File: config.mk
export PLATFORM = sky130hd
export DESIGN_NAME = cmp_arbiter
export DESIGN_NICKNAME = d
export VERILOG_FILES = /design/src/rtl/cmp_arbiter_pkg.sv /design/src/rtl/cmp_arbiter_cmp.sv /design/src/rtl/cmp_arbiter.sv
export SDC_FILE = /design/constraint.sdc
export NUM_CORES = 1
export LEC_CHECK = 0
export ABC_AREA = 1
export CORE_UTILIZATION = 38
export CTS_BUF_LIST = sky130_fd_sc_hd__clkbuf_16
export CTS_CLUSTER_SIZE = 25
export DETAILED_ROUTE_END_ITERATION = 6
export MAX_ROUTING_LAYER = met4
export PLACE_DENSITY = 0.88
export SYNTH_ARGS = -nofsm -noshare
export SYNTH_HDL_FRONTEND = slang
export SYNTH_SLANG_ARGS = --single-unit
export TNS_END_PERCENT = 30
File: constraint.sdc
create_clock -name clk -period 4 [get_ports clk]
set_clock_uncertainty 0.1 [all_clocks]
set_input_delay 0.4 -clock clk [delete_from_list [all_inputs] [get_ports clk]]
set_output_delay 0.4 -clock clk [all_outputs]
set_load 0.03 [all_outputs]
File: src/rtl/cmp_arbiter_pkg.sv
// Shared definitions for the comparator arbiter: op encodings, widths and
// the request bundle routed through the grant mux.
package cmp_arbiter_pkg;

   localparam int DATA_W = 32;
   localparam int OP_W   = 3;

   localparam logic [OP_W-1:0] CMPOP_EQ = 3'd0;
   localparam logic [OP_W-1:0] CMPOP_NE = 3'd1;
   localparam logic [OP_W-1:0] CMPOP_LT = 3'd2;
   localparam logic [OP_W-1:0] CMPOP_LE = 3'd3;
   localparam logic [OP_W-1:0] CMPOP_GT = 3'd4;
   localparam logic [OP_W-1:0] CMPOP_GE = 3'd5;

   typedef struct packed {
      logic [DATA_W-1:0] op1;
      logic [DATA_W-1:0] op2;
      logic [OP_W-1:0]   op;
   } cmp_req_t;

endpackage

File: src/rtl/cmp_arbiter_cmp.sv
// Combinational 32-bit comparator. Equality is bitwise; ordering ops treat
// operands as two's complement. Unknown op codes yield 0.
module cmp_arbiter_cmp
   import cmp_arbiter_pkg::*;
(
   input  logic [DATA_W-1:0] i_op1,
   input  logic [DATA_W-1:0] i_op2,
   input  logic [OP_W-1:0]   i_op,
   output logic              o_result
);

   // Evaluate the selected comparison
   always_comb begin
      o_result = 1'b0;
      case (i_op)
         CMPOP_EQ: o_result = (i_op1 == i_op2);
         CMPOP_NE: o_result = (i_op1 != i_op2);
         CMPOP_LT: o_result = ($signed(i_op1) <  $signed(i_op2));
         CMPOP_LE: o_result = ($signed(i_op1) <= $signed(i_op2));
         CMPOP_GT: o_result = ($signed(i_op1) >  $signed(i_op2));
         CMPOP_GE: o_result = ($signed(i_op1) >= $signed(i_op2));
         default:  o_result = 1'b0;
      endcase
   end

endmodule

File: src/rtl/cmp_arbiter.sv
// Shares one comparator between the branch resolver (port 0) and the trap
// evaluator (port 1) with round-robin arbitration and one-entry result buffers.
module cmp_arbiter
   import cmp_arbiter_pkg::*;
#(
   parameter int CNT_W = 16
) (
   input  logic              clk,
   input  logic              reset_n,
   input  logic              req0_valid,
   output logic              req0_ready,
   input  logic [DATA_W-1:0] req0_op1,
   input  logic [DATA_W-1:0] req0_op2,
   input  logic [OP_W-1:0]   req0_op,
   output logic              resp0_valid,
   input  logic              resp0_ready,
   output logic              resp0_result,
   input  logic              req1_valid,
   output logic              req1_ready,
   input  logic [DATA_W-1:0] req1_op1,
   input  logic [DATA_W-1:0] req1_op2,
   input  logic [OP_W-1:0]   req1_op,
   output logic              resp1_valid,
   input  logic              resp1_ready,
   output logic              resp1_result,
   output logic [CNT_W-1:0]  conflict_cnt
);

   localparam logic [CNT_W-1:0] CNT_MAX = {CNT_W{1'b1}};

   logic             r_last_grant;
   logic             r_resp0_valid;
   logic             r_resp0_result;
   logic             r_resp1_valid;
   logic             r_resp1_result;
   logic [CNT_W-1:0] r_conflict_cnt;

   logic             w_elig0;
   logic             w_elig1;
   logic [1:0]       w_grant;
   cmp_req_t         w_req0;
   cmp_req_t         w_req1;
   cmp_req_t         w_sel;
   logic             w_cmp_result;
   logic [1:0]       w_deny;
   logic [CNT_W:0]   w_cnt_sum;
   logic [CNT_W-1:0] w_cnt_next;

   // A buffer may be refilled in the same cycle its current result is drained
   assign w_elig0 = req0_valid & (~r_resp0_valid | resp0_ready);
   assign w_elig1 = req1_valid & (~r_resp1_valid | resp1_ready);

   // Round-robin grant; ties go to the port that did not win last
   always_comb begin
      w_grant = 2'b00;
      case ({w_elig1, w_elig0})
         2'b01:   w_grant = 2'b01;
         2'b10:   w_grant = 2'b10;
         2'b11:   w_grant = r_last_grant ? 2'b01 : 2'b10;
         default: w_grant = 2'b00;
      endcase
      if (!reset_n) begin
         w_grant = 2'b00;
      end else begin
         w_grant = w_grant;
      end
   end

   assign req0_ready = w_grant[0];
   assign req1_ready = w_grant[1];

   assign w_req0 = '{op1: req0_op1, op2: req0_op2, op: req0_op};
   assign w_req1 = '{op1: req1_op1, op2: req1_op2, op: req1_op};

   // Route the granted port's operands to the shared comparator
   always_comb begin
      if (w_grant[1]) begin
         w_sel = w_req1;
      end else begin
         w_sel = w_req0;
      end
   end

   cmp_arbiter_cmp u_cmp (
      .i_op1    (w_sel.op1),
      .i_op2    (w_sel.op2),
      .i_op     (w_sel.op),
      .o_result (w_cmp_result)
   );

   // Port 0 response buffer
   always_ff @(posedge clk or negedge reset_n) begin
      if (!reset_n) begin
         r_resp0_valid  <= 1'b0;
         r_resp0_result <= 1'b0;
      end else if (w_grant[0]) begin
         r_resp0_valid  <= 1'b1;
         r_resp0_result <= w_cmp_result;
      end else if (resp0_ready) begin
         r_resp0_valid  <= 1'b0;
      end
   end

   // Port 1 response buffer
   always_ff @(posedge clk or negedge reset_n) begin
      if (!reset_n) begin
         r_resp1_valid  <= 1'b0;
         r_resp1_result <= 1'b0;
      end else if (w_grant[1]) begin
         r_resp1_valid  <= 1'b1;
         r_resp1_result <= w_cmp_result;
      end else if (resp1_ready) begin
         r_resp1_valid  <= 1'b0;
      end
   end

   // Priority only moves on an actual acceptance
   always_ff @(posedge clk or negedge reset_n) begin
      if (!reset_n) begin
         r_last_grant <= 1'b1;
      end else if (w_grant[0]) begin
         r_last_grant <= 1'b0;
      end else if (w_grant[1]) begin
         r_last_grant <= 1'b1;
      end
   end

   // Denied requests this cycle, 0..2, added with saturation
   always_comb begin
      w_deny    = {1'b0, req0_valid & ~w_grant[0]} + {1'b0, req1_valid & ~w_grant[1]};
      w_cnt_sum = {1'b0, r_conflict_cnt} + {{(CNT_W-1){1'b0}}, w_deny};
      if (w_cnt_sum > {1'b0, CNT_MAX}) begin
         w_cnt_next = CNT_MAX;
      end else begin
         w_cnt_next = w_cnt_sum[CNT_W-1:0];
      end
   end

   // Conflict counter register
   always_ff @(posedge clk or negedge reset_n) begin
      if (!reset_n) begin
         r_conflict_cnt <= {CNT_W{1'b0}};
      end else begin
         r_conflict_cnt <= w_cnt_next;
      end
   end

   assign resp0_valid  = r_resp0_valid;
   assign resp0_result = r_resp0_result;
   assign resp1_valid  = r_resp1_valid;
   assign resp1_result = r_resp1_result;
   assign conflict_cnt = r_conflict_cnt;

endmodule

==> impl_metrics.py, run 1 <==
metrics = {
    "placement": {
        "gpl.final_weighted_congestion": 0.8072,
        "port-buffer-count": 161,
        "postPlaceCellArea_um2": 4394,
        "place_hpwl_mm": 6.616,
    },
    "timing": {
        "min_period_ps": 3279,
        "setup_viol_count_final": 0,
        "max_slew.worst_pin.slew_ps": 405.9,
        "finalHoldViolations": 0,
        "fin_crit_sh_pct": 81.98,
        "maxSlewHeadroom_pct": 72.87,
        "rsz0062_at_grt": "no",
        "fmax_ghz": 0.3049,
        "final.setup.tns_ps": 0,
        "slew_violations": 0,
    },
    "pwr": {
        "p_int_uw": 759.5,
        "p_sw_uw": 494.9,
        "pwr-share-seq_pct": 25.8,
        "p_clk_share_pct": 16.3,
        "ir_drop_v": 0.0002163,
        "design_power_total_uw": 1254,
        "leakage_uw": 0.002371,
        "p_per_area_nw_per_um2": 280.4,
        "combinationalPowerShare_pct": 57.9,
        "sw_frac_of_total_pct": 39.45,
    },
    "layout": {
        "layout_common_cells": "nand2_1 (181), clkdlybuf4s50_1 (160), ha_1 (33), mux2i_1 (32), inv_1 (30)",
        "stdcell_area_um2": 4473,
        "nNetsFinal": 728,
        "drive_above_1_share_pct": 5.425,
        "antenna_cells": 0,
        "final_common_cell": "nand2_1",
        "area_growth_pct": 66.90,
    },
    "clock_network": {
        "cts-hold-fix-buffers": 0,
        "path_clk_slew_ps": 50,
        "h-tree-depth": 1,
        "cts_max_path_buffers": 2,
        "cts_resized": 0,
        "clock_latency_ps": 250,
        "post-cts-setup-buffer-count": 0,
        "cts_buffers": 3,
        "cts.sinks": 21,
        "cts_tree": "yes",
        "cts_root_buffer": "clkbuf_16",
    },
    "hold_path": {
        "hold_path.class": "reg -> reg",
    },
    "run": {
        "max-cap-violations": 0,
    },
    "route": {
        "via_per_inst": 4.755,
        "wl_mm": 7.718,
        "drtIter0Drc": 81,
        "ant_nets": 0,
        "dr.pass1.iters": 4,
        "vias": 3086,
        "routedWlPerCell_um": 11.89,
        "drc": 0,
    },
    "logic_synthesis": {
        "synth_cell_types": 33,
        "synth_seq_area_share_pct": 19.65,
        "yosys_register_bits": 21,
        "syn_avg_cell_area_um2": 6.768,
        "syn_inst": 396,
        "synth-warning-count": 0,
        "synth_area_um2": 2680,
        "synth_nets": 570,
    },
    "critical_path": {
        "path_cells": "clkdlybuf4s50_1 -> inv_1 -> nor2_2 -> nand2_4 -> buf_12 -> nand2_1 -> nand2_1 -> ha_1 -> nand2_1 -> nor2_2 -> nand2_1 -> nor3_1 -> nand4_1 -> o211a_1 -> nand2_1 -> nand3_2 -> nand2_1 -> nand2_1",
        "cp_common_cell": "nand2_1",
        "crit_required_ps": 4040,
        "cp-end-kind": "register",
        "critPathLaunchType": "input pin",
        "crit_arrival_ps": 3320,
        "slowest_delay_ps": 520,
        "crit_type": "in -> reg",
        "crit_fanout": 39,
        "critPathSlowestCell": "clkdlybuf4s50_1",
    },
    "grt": {
        "gr-usage-all-layers_pct": 21.43,
        "antenna_found_initial": 0,
        "grt_pass1_vias": 3018,
        "grt_max_degree": 40,
        "grt.overflow.total": 0,
        "grt_pass1_wl_mm": 12.56,
    },
    "floorplanning": {
        "ios": 162,
        "coreArea_um2": 6794,
        "die_area_um2": 7393,
        "start_util_pct": 39.45,
        "rows": 30,
        "die_w_um": 85.98,
        "fp.dieH_um": 85.98,
    },
    "status": {
        "status": "complete, no violations",
    },
}
flip-flops by register name, indices dropped and copies added (netlist names):
register and flops:
resp1_result 1, resp1_valid 1, r_last_grant 1, resp0_result 1, conflict_cnt 16, resp0_valid 1
cell usage after synthesis, drive strengths merged:
library cell	instances	area, um^2
xnor2	4	35.03
o22ai	1	6.260
dfrtp	20	500.5
inv	31	118.9
o21a	1	7.510
dfstp	1	26.28
nand3	12	87.59
clkbuf	4	15.01
nor2	26	122.6
mux2i	32	320.3
nor3	3	25.02
a21oi	12	60.06
a21o	2	15.01
nand2	184	703.2
buf	7	35.03
xor2	7	61.31
and3	1	7.510
nand4	4	37.53
o21ai	9	52.55
fa	1	20.02
o211a	1	10.01
ha	33	412.9
cells by family (layout without fill, tap and decap cells):
kind of cell,after synthesis,after routing,synth area share (%)
and+or+nand+nor,230,230,36.69
buffers and inverters,42,199,6.302
adders and majority gates,34,34,16.15
muxes,32,32,11.95
AOI/OAI and AO/OA,26,26,5.649
DFF,21,21,19.65
xor gates and xnor gates,11,11,3.595
power groups by stage:
stage | clock, uW | combinational (uW) | sequential, uW
after floorplan | 0 | 320 | 414
after global placement | 0 | 711 | 325
after detailed placement | 0 | 731 | 326
after CTS | 207 | 734 | 323
after global routing | 218 | 804 | 332
final | 204 | 727 | 323
per-layer routing:
metal | global-route usage, % | part of all wire (%)
met1 | 23.02 | 40
met2 | 41.77 | 52
met3 | 2.984 | 6.9
met4 | 3.636 | 0.98
met5 | - | 0
worst max-delay path: cells and delay by family:
family                   cells  cell delay, ps
AND/OR/NAND/NOR             13            1470
AO/OA/AOI/OAI                1             240
adder cells (fa/ha/maj)      1             340
buffers and inverters        3             830
stage by stage:
step	setup slack, ps	util [%]	cells	hold slack (ps)
after floorplan	789.7	-	396	4.409
after global placement	605.7	64.68	645	366.4
after detailed placement	485.2	64.68	645	372.4
after CTS	736.0	65.84	649	388.4
after global routing	419.2	65.84	649	431.9
final	720.7	65.84	649	385.8
layout make-up:
class                   instances  area (um^2)
fillers                       597         2321
clock inverters                 1        3.754
well taps                      96        120.1
multi-input cells             333         1984
inverters                      31        118.9
repair buffers                164         1644
clock buffers                   3        75.07
flip-flops and latches         21        526.8
worst paths after layout:
check                      slack (ps)              end  cells after the start         start
setup / recovery                  720     resp0_result                     18       reset_n
hold / removal                    390     resp1_result                      2  resp1_result
setup reg to reg                  940     resp0_result                     17   resp0_valid
hold reg to reg                   390     resp1_result                      2  resp1_result
max in group asynchronous        3040     r_last_grant                      2       reset_n
min in group asynchronous         480  conflict_cnt[6]                      2       reset_n
Note: power is estimated with default switching activity, not from simulation.
==> run 2: changes to the inputs <==
Clock period 4 ns to 3.4 ns, I/O delays scaled along.
==> run 2 against run 1 <==
  * Setup slack lost 440 ps
  * Power rose by 19%
  * Non-clock buffer count increased by 1
  * Combinational power rose by 19%
  * Global-route usage rose by 0.070 points
  * Clock power up 19%
  * Critical path depth did not move
  * Die area unchanged
  * Sequential power rose by 18%
  * Critical path type unchanged
==> impl_metrics.py, run 2 (synthesis results as in run 1) <==
metrics = {
    "status": {
        "status": "complete, no violations",
    },
    "layout": {
        "area_growth_pct": 67.65,
        "antenna_cells": 0,
        "post-route-util_pct": 66.13,
        "stdcell_area_um2": 4493,
        "drive_above_1_share_pct": 5.596,
        "final_cells": 650,
        "largest_reg_flops": 16,
        "final_common_cell": "nand2_1",
        "layout_common_cells": "nand2_1 (181), clkdlybuf4s50_1 (160), ha_1 (33), mux2i_1 (32), inv_1 (30)",
        "nNetsFinal": 729,
    },
    "floorplanning": {
        "rows": 30,
        "die_area_um2": 7393,
        "fp.dieH_um": 85.98,
        "ios": 162,
        "die_w_um": 85.98,
        "start_util_pct": 39.45,
        "coreArea_um2": 6794,
    },
    "clock_network": {
        "path_clk_slew_ps": 50,
        "cts_resized": 0,
        "clock_latency_ps": 250,
        "post-cts-setup-buffer-count": 0,
        "cts.sinks": 21,
        "cts_buffers": 3,
        "cts_root_buffer": "clkbuf_16",
        "h-tree-depth": 1,
        "cts_max_path_buffers": 2,
        "cts_tree": "yes",
        "cts-hold-fix-buffers": 0,
    },
    "route": {
        "drc": 0,
        "ant_nets": 0,
        "routedWlPerCell_um": 12.09,
        "drtIter0Drc": 85,
        "vias": 3107,
        "wl_mm": 7.857,
        "via_per_inst": 4.780,
        "dr.pass1.iters": 4,
    },
    "critical_path": {
        "regToRegEndpoint": "conflict_cnt[14]",
        "crit_fanout": 3,
        "crit_arrival_ps": 3150,
        "timing.rr.start": "resp1_valid",
        "critPathLaunchType": "input pin",
        "cp-startpoint": "req1_valid",
        "crit_required_ps": 3430,
        "cp-end-kind": "register",
        "r2r_slack_ps": 430,
        "crit_type": "in -> reg",
        "r2r_cells": 18,
    },
    "timing": {
        "setup_viol_count_final": 0,
        "rsz0062_at_grt": "no",
        "final.setup.tns_ps": 0,
        "min_period_ps": 3121,
        "maxSlewHeadroom_pct": 72.32,
        "fin_crit_sh_pct": 91.80,
        "finalHoldViolations": 0,
        "holdWs_ps": 395.6,
        "slew_violations": 0,
        "fmax_ghz": 0.3204,
        "max_slew.worst_pin.slew_ps": 414.2,
    },
    "placement": {
        "place_inst": 646,
        "place_hpwl_mm": 6.646,
        "postPlaceCellArea_um2": 4414,
        "port-buffer-count": 161,
        "gpl.final_weighted_congestion": 0.8364,
    },
    "grt": {
        "grt_max_degree": 40,
        "gr-usage-all-layers_pct": 21.50,
        "grt_pass1_wl_mm": 12.56,
        "grt.overflow.total": 0,
        "grt_pass1_vias": 2952,
        "antenna_found_initial": 0,
    },
    "pwr": {
        "ir_drop_v": 0.0002011,
        "leakage_uw": 0.002382,
        "p_per_area_nw_per_um2": 331.3,
    },
    "hold_path": {
        "min_to": "resp1_result",
        "min-delay-start": "resp1_result",
        "min_delay_path_depth": 2,
        "hold_path.class": "reg -> reg",
    },
    "run": {
        "max-cap-violations": 0,
    },
}
[run 2: how the worst max path moves through the flow]
stage                                   to  cells after the start
after floorplan           conflict_cnt[14]                     19
after global placement        resp1_result                     20
after detailed placement  conflict_cnt[14]                     18
after CTS                 conflict_cnt[14]                     18
after global routing      conflict_cnt[14]                     18
final                     conflict_cnt[14]                     18
[run 2: power by group]
group	switching (uW)	internal (uW)	total (uW)
sequential	66.5	314	381
combinational	437	427	864
clock	86.9	157	243
[run 2: final cells by class]
cell class	instances	area, um^2
Timing Repair Buffer	165	1664
Multi-Input combinational cell	333	1984
Clock buffer	3	75.07
Fill cell	566	2301
Tap cell	96	120.1
Clock inverter	1	3.754
Sequential cell	21	526.8
Inverter	31	118.9
[run 2: per-layer routing]
layer / vias to the layer above / wire [um] / share of wire [%] / GRT usage [%]
met1: 1380 / 3159 / 40 / 23.68
met4: 0 / 75 / 0.95 / 3.485
met2: 128 / 4102 / 52 / 41.34
li1: 1589 / - / - / -
met3: 10 / 520 / 6.6 / 2.887
met5: - / 0 / 0 / -
[run 2: worst max-delay path, cell delays in order]
cell             delay, ps
clkdlybuf4s50_1        510
o21ai_2                 80
o21ai_0                180
nor2_1                  90
inv_1                   90
nand2_1                 70
fa_1                   390
inv_1                   90
ha_1                   200
nand3_2                100
nor2_2                 140
nand4_2                140
nor2_4                 160
inv_2                   70
nor3_2                 160
nand3_1                120
xor2_1                 160
nand2_1                 60
[run 2: per-stage QoR]
stage	setup slack, ps	total power [uW]
detailed placement	80.32	1250
global placement	138.9	1225
CTS	309.5	1498
finish	278.7	1488
floorplan	189.7	863.6
global route	47.29	1600
==> run 3: changes to the inputs <==
Settings changed: CORE_UTILIZATION 38 to 40, DONT_BUFFER_PORTS set to 1, PLACE_DENSITY 0.88 to 0.6.
==> run 3 against run 2 <==
  * The run now ends with DRC left
  * Fmax increased by 6.0%
  * Flip-flop and latch count stayed put
  * Critical path depth up 1
  * Hold slack worse by 300 ps
  * Non-clock buffer count is 158 lower
  * Largest cell class unchanged
  * Largest power group is now sequential cells
==> impl_metrics.py, run 3 (synthesis results as in run 1) <==
metrics = {
    "pwr": {
        "design_power_total_uw": 1202,
        "leakage_uw": 0.001757,
        "ir_drop_v": 0.0002104,
        "p_per_area_nw_per_um2": 420.3,
    },
    "grt": {
        "grt.overflow.total": 0,
        "grt_pass1_vias": 2291,
        "gr-usage-all-layers_pct": 16.91,
        "grt_pass1_wl_mm": 9.639,
        "grt_max_degree": 38,
        "antenna_found_initial": 0,
    },
    "layout": {
        "seqCellArea_um2": 526.8,
        "antenna_cells": 0,
        "largest_reg_flops": 16,
        "drive_above_1_share_pct": 8.081,
        "fillers": 657,
        "area_growth_pct": 6.723,
        "layout_common_cells": "nand2_1 (181), ha_1 (33), mux2i_1 (32), inv_1 (30)",
        "final_common_cell": "nand2_1",
        "multi_input_area_um2": 1984,
        "nNetsFinal": 571,
        "final_cells": 473,
    },
    "floorplanning": {
        "rows": 29,
        "start_util_pct": 41.73,
        "die_area_um2": 7032,
        "die_w_um": 83.86,
        "fp.dieH_um": 83.86,
        "coreArea_um2": 6422,
        "ios": 162,
    },
    "timing": {
        "maxSlewHeadroom_pct": 33.48,
        "slew_violations": 0,
        "setup_viol_count_final": 0,
        "max_slew.worst_pin.slew_ps": 994.5,
        "rsz0062_at_grt": "no",
        "min_period_ps": 2944,
        "final.setup.tns_ps": 0,
        "fin_crit_sh_pct": 86.58,
        "finalHoldViolations": 0,
        "holdWs_ps": 96.39,
        "fmax_ghz": 0.3397,
    },
    "clock_network": {
        "post-cts-setup-buffer-count": 0,
        "clock_latency_ps": 250,
        "cts_max_path_buffers": 2,
        "path_clk_slew_ps": 60,
        "cts_tree": "yes",
        "h-tree-depth": 1,
        "cts_buffers": 3,
        "cts_root_buffer": "clkbuf_16",
        "cts.sinks": 21,
    },
    "critical_path": {
        "regToRegEndpoint": "resp1_result",
        "crit_arrival_ps": 2990,
        "timing.rr.start": "resp0_valid",
        "critPathLaunchType": "register",
        "slowest_delay_ps": 410,
        "r2r_cells": 19,
        "cp-end-kind": "register",
        "r2r_slack_ps": 460,
        "crit_type": "reg -> reg",
        "crit_fanout": 37,
        "crit_buf_inv": 2,
        "cp_top_family": "simple AND/OR/NAND/NOR gates",
        "crit_required_ps": 3450,
        "cp_common_cell": "nand2_1",
        "critPathSlowestCell": "buf_4",
        "path_cells": "inv_1 -> o21a_1 -> nand2_2 -> nand2_4 -> buf_4 -> mux2i_1 -> ha_1 -> a21oi_1 -> nor2_1 -> nor2_1 -> nand3_1 -> nor2_1 -> nand3_1 -> nand2_1 -> nand2_1 -> nand2_1 -> nand3_2 -> nand2_1 -> nand2_1",
    },
    "placement": {
        "place_hpwl_mm": 4.877,
        "port-buffer-count": 0,
        "gpl.final_weighted_congestion": 0.8077,
        "place_inst": 468,
    },
    "status": {
        "violations": "DRC",
        "status": "finished with violations",
    },
    "route": {
        "dr.pass1.iters": 6,
        "routedWlPerCell_um": 12.37,
        "via_per_inst": 5.074,
        "drc": 16,
        "drtIter0Drc": 61,
        "vias": 2400,
        "ant_nets": 0,
        "wl_mm": 5.850,
    },
    "hold_path": {
        "min-delay-start": "resp1_ready",
        "hold_path.class": "in -> reg",
        "min_to": "resp1_valid",
        "min_delay_path_depth": 1,
    },
    "run": {
        "max-cap-violations": 0,
    },
}
[run 3: cell types whose count changed in the layout (fill, tap and decap cells not counted)]
cell and change:
clkdlybuf4s50_1 -160, buf_4 +3, dlygate4sd3_1 +1, buf_12 -2
[run 3: per-stage QoR]
step           utilization, %  setup WS [ps]  instance area (um^2)
3_5_place_dp            43.15          460.4                  2771
5_1_grt                 44.54          77.86                  2860
4_1_cts                 44.54          435.5                  2860
2_1_floorplan               -          189.7                  2680
3_3_place_gp            43.15          541.5                  2771
6_report                44.54          456.2                  2860
[run 3: layout make-up]
cell class / instances / share of cell area [%]
clock inverter: 1 / 0.1312
sequential: 21 / 18.42
inverter: 31 / 4.156
timing repair buffer: 7 / 1.925
clock buffer: 3 / 2.625
multi-input combinational: 333 / 69.38
tap: 77 / 3.368
[run 3: power by group]
group / switching (uW) / leakage (uW) / internal, uW
clock: 88.5 / 0.0000423 / 157
sequential: 181 / 0.000259 / 312
combinational: 271 / 0.00146 / 194
[run 3: routing by layer]
| layer | part of all wire (%) | global-route usage, % | routed length (um) | vias up |
|---|---|---|---|---|
| li1 | - | - | - | 1274 |
| met1 | 44 | 19.44 | 2561 | 1025 |
| met2 | 50 | 31.97 | 2930 | 99 |
| met3 | 5.8 | 2.176 | 338 | 2 |
| met4 | 0.32 | 2.038 | 19 | 0 |
| met5 | 0 | - | 0 | - |
[run 3: how the worst max path moves through the flow]
| stage | to | depth (start not counted) | slack (ps) | from |
|---|---|---|---|---|
| 2_1_floorplan | conflict_cnt[14] | 19 | 190 | resp1_valid |
| 3_3_place_gp | resp1_result | 17 | 540 | resp0_valid |
| 3_5_place_dp | resp0_result | 19 | 460 | resp0_valid |
| 4_1_cts | resp1_result | 19 | 440 | resp0_valid |
| 5_1_grt | resp0_result | 19 | 80 | resp0_valid |
| 6_report | resp1_result | 19 | 460 | resp0_valid |
[run 3: what timing repair did]
item                                    in CTS  in global routing
resized for setup                            0                  0
endpoints found under the setup margin       0                  0
hold buffers                                 1                  0
hold endpoints to repair                    21                  0
